==> config.mk <==
export PLATFORM = sky130hd
export DESIGN_NAME = program_sequencer_stack_flat
export DESIGN_NICKNAME = d
export VERILOG_FILES = /design/src/rtl/program_sequencer_stack_pkg.sv /design/src/rtl/program_sequencer_stack_if.sv /design/src/rtl/program_sequencer_stack_return_stack.sv /design/src/rtl/program_sequencer_stack.sv /design/src/flat_wrapper.sv
export SDC_FILE = /design/constraint.sdc
export NUM_CORES = 1
export LEC_CHECK = 0
export BUFFER_PORTS_ARGS = -buffer_cell sky130_fd_sc_hd__buf_4
export CORE_ASPECT_RATIO = 2
export CORE_MARGIN = 1
export CORE_UTILIZATION = 35
export CTS_BUF_LIST = sky130_fd_sc_hd__clkbuf_2
export DETAILED_ROUTE_END_ITERATION = 10
export PLACE_DENSITY_LB_ADDON = 0.08
export SLEW_MARGIN = 25
export SYNTH_ARGS = -nofsm -noshare
export SYNTH_HDL_FRONTEND = slang
export SYNTH_SLANG_ARGS = --single-unit
export TNS_END_PERCENT = 20
==> constraint.sdc <==
create_clock -name clk -period 2.5 [get_ports clk]
set_input_delay 0.125 -clock clk [delete_from_list [all_inputs] [get_ports clk]]
set_output_delay 0.125 -clock clk [all_outputs]
set_load 0.03 [all_outputs]
==> src/rtl/program_sequencer_stack_pkg.sv <==
// ============================================================================
// Module      : program_sequencer_pkg
// Description : Strobe priority encoding and jump-target helper for the
//               program sequencer.
// Revision    : 1.0 - initial release
// ============================================================================
`default_nettype none

package program_sequencer_pkg;

    typedef logic [2:0] sel_t;

    localparam sel_t SEL_HOLD = 3'd0;
    localparam sel_t SEL_RET  = 3'd1;
    localparam sel_t SEL_CALL = 3'd2;
    localparam sel_t SEL_JMP  = 3'd3;
    localparam sel_t SEL_JNZ  = 3'd4;
    localparam sel_t SEL_INC  = 3'd5;

    // Jump targets place jmp_addr in the top bits of the PC; callers truncate to PC_W.
    function automatic logic [31:0] target_addr(input logic [31:0] jmp_addr,
                                                input int          pc_w,
                                                input int          jmp_w);
        return jmp_addr << (pc_w - jmp_w);
    endfunction

endpackage

`default_nettype wire

==> src/rtl/program_sequencer_stack_if.sv <==
// ============================================================================
// Module      : program_sequencer_stack_if
// Description : Decoder-side control strobes and program-memory side outputs.
// Revision    : 1.0 - initial release
// ============================================================================
`default_nettype none

interface program_sequencer_stack_if #(
    parameter int PC_W        = 8,
    parameter int JMP_W       = 4,
    parameter int STACK_DEPTH = 4
);
    localparam int SP_W = $clog2(STACK_DEPTH + 1);

    logic             hold;
    logic             jmp;
    logic             jmp_nz;
    logic             dont_jmp;
    logic             call;
    logic             ret;
    logic             clr_err;
    logic [JMP_W-1:0] jmp_addr;
    logic [PC_W-1:0]  pm_addr;
    logic [PC_W-1:0]  pc;
    logic [PC_W-1:0]  from_PS;
    logic [SP_W-1:0]  sp;
    logic             stk_ovf;
    logic             stk_unf;

    modport master (
        output hold, jmp, jmp_nz, dont_jmp, call, ret, clr_err, jmp_addr,
        input  pm_addr, pc, from_PS, sp, stk_ovf, stk_unf
    );

    modport slave (
        input  hold, jmp, jmp_nz, dont_jmp, call, ret, clr_err, jmp_addr,
        output pm_addr, pc, from_PS, sp, stk_ovf, stk_unf
    );

endinterface

`default_nettype wire

==> src/rtl/program_sequencer_stack_return_stack.sv <==
// ============================================================================
// Module      : ps_return_stack
// Description : Return-address LIFO; top reads 0 when empty.
// Revision    : 1.0 - initial release
// ============================================================================
`default_nettype none

module ps_return_stack #(
    parameter  int PC_W        = 8,
    parameter  int STACK_DEPTH = 4,
    localparam int SP_W        = $clog2(STACK_DEPTH + 1)
) (
    input  wire logic            clk,
    input  wire logic            reset_n,
    input  wire logic            push,
    input  wire logic            pop,
    input  wire logic [PC_W-1:0] din,
    output logic      [PC_W-1:0] top,
    output logic      [SP_W-1:0] sp,
    output logic                 full,
    output logic                 empty
);

    logic [PC_W-1:0] r_mem [STACK_DEPTH];
    logic [SP_W-1:0] r_sp;

    assign full  = (r_sp == SP_W'(STACK_DEPTH));
    assign empty = (r_sp == '0);
    assign sp    = r_sp;

    always_ff @(posedge clk or negedge reset_n) begin
        if (!reset_n) begin
            r_sp <= '0;
            for (int i = 0; i < STACK_DEPTH; i++) begin
                r_mem[i] <= '0;
            end
        end else begin
            for (int i = 0; i < STACK_DEPTH; i++) begin
                if (push && !full && (r_sp == SP_W'(i))) begin
                    r_mem[i] <= din;
                end
            end
            if (push && !full) begin
                r_sp <= r_sp + SP_W'(1);
            end else if (pop && !empty) begin
                r_sp <= r_sp - SP_W'(1);
            end
        end
    end

    always_comb begin
        top = '0;
        for (int i = 0; i < STACK_DEPTH; i++) begin
            if (r_sp == SP_W'(i + 1)) begin
                top = r_mem[i];
            end
        end
    end

endmodule

`default_nettype wire

==> src/rtl/program_sequencer_stack.sv <==
// ============================================================================
// Module      : program_sequencer_stack
// Description : Program sequencer with jump, conditional jump, call/return.
// Revision    : 1.0 - initial release
// ============================================================================
`default_nettype none

module program_sequencer_stack
    import program_sequencer_pkg::*;
#(
    parameter int PC_W        = 8,
    parameter int JMP_W       = 4,
    parameter int STACK_DEPTH = 4
) (
    input wire logic                   clk,
    input wire logic                   reset_n,
    program_sequencer_stack_if.slave   bus
);

    localparam int SP_W = $clog2(STACK_DEPTH + 1);

    logic [PC_W-1:0] r_pc;
    logic            r_ovf;
    logic            r_unf;
    logic [PC_W-1:0] w_inc;
    logic [PC_W-1:0] w_target;
    logic [PC_W-1:0] w_next;
    logic [PC_W-1:0] w_top;
    logic [SP_W-1:0] w_sp;
    logic            w_full;
    logic            w_empty;
    logic            w_push;
    logic            w_pop;
    logic            w_set_ovf;
    logic            w_set_unf;
    sel_t            w_sel;

    assign w_inc    = r_pc + PC_W'(1);
    assign w_target = PC_W'(target_addr(32'(bus.jmp_addr), PC_W, JMP_W));

    always_comb begin
        w_sel = SEL_INC;
        if (bus.hold) begin
            w_sel = SEL_HOLD;
        end else if (bus.ret) begin
            w_sel = SEL_RET;
        end else if (bus.call) begin
            w_sel = SEL_CALL;
        end else if (bus.jmp) begin
            w_sel = SEL_JMP;
        end else if (bus.jmp_nz && !bus.dont_jmp) begin
            w_sel = SEL_JNZ;
        end
    end

    always_comb begin
        w_next    = w_inc;
        w_push    = 1'b0;
        w_pop     = 1'b0;
        w_set_ovf = 1'b0;
        w_set_unf = 1'b0;
        case (w_sel)
            SEL_HOLD: w_next = r_pc;
            SEL_RET: begin
                // Return on an empty stack falls through to pc+1 and flags it.
                if (w_empty) begin
                    w_set_unf = 1'b1;
                end else begin
                    w_next = w_top;
                    w_pop  = 1'b1;
                end
            end
            SEL_CALL: begin
                w_next = w_target;
                if (w_full) begin
                    w_set_ovf = 1'b1;
                end else begin
                    w_push = 1'b1;
                end
            end
            SEL_JMP, SEL_JNZ: w_next = w_target;
            default: w_next = w_inc;
        endcase
    end

    always_ff @(posedge clk or negedge reset_n) begin
        if (!reset_n) begin
            r_pc  <= '0;
            r_ovf <= 1'b0;
            r_unf <= 1'b0;
        end else begin
            r_pc <= w_next;
            if (w_sel != SEL_HOLD) begin
                r_ovf <= w_set_ovf | (r_ovf & ~bus.clr_err);
                r_unf <= w_set_unf | (r_unf & ~bus.clr_err);
            end
        end
    end

    ps_return_stack #(
        .PC_W        (PC_W),
        .STACK_DEPTH (STACK_DEPTH)
    ) u_stack (
        .clk     (clk),
        .reset_n (reset_n),
        .push    (w_push),
        .pop     (w_pop),
        .din     (w_inc),
        .top     (w_top),
        .sp      (w_sp),
        .full    (w_full),
        .empty   (w_empty)
    );

    assign bus.pm_addr = reset_n ? w_next : '0;
    assign bus.pc      = r_pc;
    assign bus.from_PS = w_top;
    assign bus.sp      = w_sp;
    assign bus.stk_ovf = r_ovf;
    assign bus.stk_unf = r_unf;

endmodule

`default_nettype wire
==> src/flat_wrapper.sv <==
// flat-port wrapper written by rule: the top's interface ports become plain ports
module program_sequencer_stack_flat import program_sequencer_pkg::*;
#(
    parameter int PC_W        = 8,
    parameter int JMP_W       = 4,
    parameter int STACK_DEPTH = 4
)
  (clk, reset_n, bus_hold, bus_jmp, bus_jmp_nz, bus_dont_jmp, bus_call, bus_ret, bus_clr_err, bus_jmp_addr, bus_pm_addr, bus_pc, bus_from_PS, bus_sp, bus_stk_ovf, bus_stk_unf);
  program_sequencer_stack_if #(.PC_W(PC_W), .JMP_W(JMP_W), .STACK_DEPTH(STACK_DEPTH)) bus_i ();
  input wire logic clk;
  input wire logic reset_n;
  input wire logic [$bits(bus_i.hold)-1:0] bus_hold;
  input wire logic [$bits(bus_i.jmp)-1:0] bus_jmp;
  input wire logic [$bits(bus_i.jmp_nz)-1:0] bus_jmp_nz;
  input wire logic [$bits(bus_i.dont_jmp)-1:0] bus_dont_jmp;
  input wire logic [$bits(bus_i.call)-1:0] bus_call;
  input wire logic [$bits(bus_i.ret)-1:0] bus_ret;
  input wire logic [$bits(bus_i.clr_err)-1:0] bus_clr_err;
  input wire logic [$bits(bus_i.jmp_addr)-1:0] bus_jmp_addr;
  output wire logic [$bits(bus_i.pm_addr)-1:0] bus_pm_addr;
  output wire logic [$bits(bus_i.pc)-1:0] bus_pc;
  output wire logic [$bits(bus_i.from_PS)-1:0] bus_from_PS;
  output wire logic [$bits(bus_i.sp)-1:0] bus_sp;
  output wire logic [$bits(bus_i.stk_ovf)-1:0] bus_stk_ovf;
  output wire logic [$bits(bus_i.stk_unf)-1:0] bus_stk_unf;
  assign bus_i.hold = bus_hold;
  assign bus_i.jmp = bus_jmp;
  assign bus_i.jmp_nz = bus_jmp_nz;
  assign bus_i.dont_jmp = bus_dont_jmp;
  assign bus_i.call = bus_call;
  assign bus_i.ret = bus_ret;
  assign bus_i.clr_err = bus_clr_err;
  assign bus_i.jmp_addr = bus_jmp_addr;
  assign bus_pm_addr = bus_i.pm_addr;
  assign bus_pc = bus_i.pc;
  assign bus_from_PS = bus_i.from_PS;
  assign bus_sp = bus_i.sp;
  assign bus_stk_ovf = bus_i.stk_ovf;
  assign bus_stk_unf = bus_i.stk_unf;
  program_sequencer_stack #(.PC_W(PC_W), .JMP_W(JMP_W), .STACK_DEPTH(STACK_DEPTH)) u_core (.clk(clk), .reset_n(reset_n), .bus(bus_i));
endmodule
==> results.sh <==
export IMPL_worstPathCellList="buf_6 -> ha_4 -> nor4b_4 -> buf_4 -> a222oi_1 -> a211o_1 -> a41oi_2 -> buf_6"
export IMPL_violations="negative setup slack"
export IMPL_dr_pass1_iters=6
export IMPL_slew_violations=0
export IMPL_syn_num_nets=284
export IMPL_clk_pin_slew_ns=0.26
export IMPL_r2r_end="u_core.bus.pc[2]"
export IMPL_async_reset_ff_share_pct=100
export IMPL_skew_ns=0.0164
export IMPL_critPathMaxStageDelay_ns=0.50
export IMPL_synth_cell_types=44
export IMPL_ys_ff_latch=45
export IMPL_drive_gt1_share_pct=32.1
export IMPL_io_pin_count=42
export IMPL_hp_start="bus_hold"
export IMPL_drv_cap=0
export IMPL_pwr_share_seq_pct=31.6
export IMPL_pwr_share_clk_pct=11.3
export IMPL_rows=42
export IMPL_r2r_start="u_core.u_stack.sp[0]"
export IMPL_worst_pin_slew_ns=0.536
export IMPL_track_usage_pct=22.3
export IMPL_cts_tree="built"
export IMPL_clock_path_buffers=2
export IMPL_path_max_fanout=4
export IMPL_avgSynthCellArea_um2=9.24
export IMPL_wl_mm=7.43
export IMPL_fin_setup_tns_ns=-1.30
export IMPL_yosysWarningCount=0
export IMPL_holdCritPathClass="input pin to flip-flop"
export IMPL_power_total_mw=3.84
export IMPL_worst_path_max_delay_cell="a222oi_1"
export IMPL_netlist_instances=264
export IMPL_vias_per_cell=5.28
export IMPL_grt_pass1_wl_mm=11.5
export IMPL_nNetsFinal=352
export IMPL_placed_cells=396
export IMPL_period_share_pct=109
export IMPL_vias=2227
export IMPL_grt_pass1_vias=2227
export IMPL_leakage_nw=1.49
export IMPL_grt_ovfl_total=0
export IMPL_synth_top_area_share_pct=46.2
export IMPL_crit_type="flip-flop to primary output"
export IMPL_synth_edf_count=0
export IMPL_io_buffers=41
export IMPL_ctsHtreeMaxLevel=2
export IMPL_finalHoldViolations=0
export IMPL_ys_seq_area_share_pct=46.2
export IMPL_worstPathArrival_ns=2.59
export IMPL_drcViolationCount=0
export IMPL_clock_sinks=45
export IMPL_chipHeight_um=120
export IMPL_clkLatencyLatePin_ns=0.47
export IMPL_ir_drop_v=0.000590
export IMPL_max_freq_mhz=369
export IMPL_root_buffer="clkbuf_2"
export IMPL_p_comb_share_pct=57.1
export IMPL_pwr_density_cell_nw_per_um2=1150
export IMPL_endpoint_kind="primary output"
export IMPL_antenna_found_initial=1
export IMPL_slew_headroom_pct=64.0
export IMPL_critical_path_required_ns=2.38
export IMPL_drt_iter0_drc=133
export IMPL_place_ws_ns=0.0734
export IMPL_switching_power_mw=1.77
export IMPL_die_x_um=61.0
export IMPL_core_area_um2=6670
export IMPL_p_int_mw=2.07
export IMPL_rsz0062_at_grt="true"
export IMPL_path_buf_inv=3
export IMPL_hold_ws_ns=0.0218
export IMPL_synth_area_leader_cell="dfrtp_1"
export IMPL_finalNonFillerCells=422
export IMPL_status="complete, but fails checks"
export IMPL_reg2reg_slack_ns=0.31
export IMPL_syn_area_um2=2440
export IMPL_cts_buffers=5
export IMPL_setup_viol=10
export IMPL_initial_utilization_pct=36.6
export IMPL_worst_setup_path_start_kind="flip-flop"
export IMPL_hold_path_endpoint="u_core.bus.pc[3]"
export IMPL_grt_max_degree=32
export IMPL_fin_crit_ns=2.71
export IMPL_wl_per_cell_um=17.6
export IMPL_die_area_um2=7330
export IMPL_path_delay_family="compound AO/OA/AOI/OAI gates"
export IMPL_ys_top_cells_by_area="dfrtp_1 46%, nand2_1 8.2%, o21ai_0 6.6%"
export IMPL_dp_hpwl_mm=5.47
export IMPL_crit_path_frequent_cell="buf_6"
export IMPL_area_growth_pct=37.4
export IMPL_drtAntennaViolNets=0
export IMPL_worst_hold_path_num_cells=3
export IMPL_rr_worst_depth=9
export IMPL_netSwitchingFraction_pct=46.1
export IMPL_gp_congestion=0.853
export IMPL_setup_slack_ns=-0.213
export IMPL_synth_ff_type="dfrtp_1"
routing by layer:
| layer | up-vias | part of all wire, % | routed length, um | global-route usage [%] |
|---|---|---|---|---|
| met3 | 16 | 2.9 | 217 | 3.34 |
| met1 | 1078 | 38 | 2830 | 24.8 |
| met2 | 53 | 55 | 4100 | 38.6 |
| li1 | 1080 | - | - | - |
| met4 | 0 | 3.8 | 282 | 11.9 |
| met5 | - | 0 | 0 | 0 |
flip-flops by register name (all words and copies together) (netlist names):
| register | count |
|---|---|
| u_core.u_stack.r_mem | 32 |
| u_core.bus.stk_unf | 1 |
| u_core.bus.pc | 8 |
| u_core.u_stack.sp | 3 |
| u_core.bus.stk_ovf | 1 |
cell usage after synthesis, drive strengths merged (6+ instances only):
master  count
o31a        6
or3         7
clkbuf     10
a22o        6
dfrtp      45
o21ai      32
nand2      53
ha          7
nor2        9
nand3       7
final cells by class:
cell class              count  area (um^2)
diodes                      1         2.50
multi-input cells         200         1410
clock buffers               5         25.0
well taps                  88          110
repair buffers             75          617
clock inverters             3         41.3
fillers                   675         3320
inverters                   5         18.8
flip-flops and latches     45         1130
power groups by stage:
stage               combinational, mW  clock (mW)  sequential [mW]
finish                           2.19       0.433             1.21
global route                     2.38       0.471             1.25
global placement                 1.86           0             1.22
CTS                              2.07       0.439             1.21
floorplan                        1.03           0             1.32
detailed placement               1.87           0             1.22
stage by stage:
stage / util, % / cell area, um^2
floorplan: - / 2450
global placement: 43.9 / 2930
detailed placement: 43.9 / 2930
CTS: 48.4 / 3230
global route: 50.2 / 3350
finish: 50.2 / 3350
how the worst max path moves through the flow:
stage,start,endpoint,slack (ns),depth (start not counted)
after detailed placement,u_core.u_stack.sp[0],bus_pm_addr[6],0.07,8
after floorplan,u_core.u_stack.sp[2],bus_pm_addr[3],-0.03,7
final,u_core.u_stack.sp[0],bus_pm_addr[2],-0.21,8
after CTS,u_core.u_stack.sp[0],bus_pm_addr[2],-0.23,8
after global placement,u_core.u_stack.sp[1],bus_pm_addr[6],0.14,7
after global routing,u_core.u_stack.sp[1],bus_pm_addr[2],-0.33,8
logic make-up after synthesis:
family                   after synthesis  synth area share, %
AO/OA/AOI/OAI                         74                 20.5
XOR/XNOR                               6                 2.15
adder cells (fa/ha/maj)                7                 3.59
buffers and inverters                 19                 3.28
flip-flops                            45                 46.2
multiplexers                           6                 2.67
AND/OR/NAND/NOR                      107                 21.6
tightest hold or removal path: stages:
cell,delay [ns]
buf_4,0.17
nand2_1,0.10
nand3_1,0.07
cell usage in the layout, fill, tap and decap left out, drive strengths merged, types with 5 or more instances in the layout:
master | Yosys | final
a21oi | 5 | 5
buf | 4 | 67
inv | 5 | 5
nor2 | 9 | 9
ha | 7 | 7
dfrtp | 45 | 45
nand3b | 5 | 5
dlygate4sd3 | 0 | 8
nand3 | 7 | 7
and2 | 5 | 5
a22o | 6 | 6
nand2 | 53 | 53
or3 | 7 | 7
or2 | 5 | 5
o31a | 6 | 6
clkbuf | 10 | 5
o21ai | 32 | 32
what timing repair did:
item	CTS	global route
hold endpoints to repair	52	0
buffers inserted	6	5
endpoints found under the setup margin	14	15
resized for setup	28	18
pin swaps	16	12
hold buffers	8	0
No activity file was read; power rests on OpenSTA's default activity.
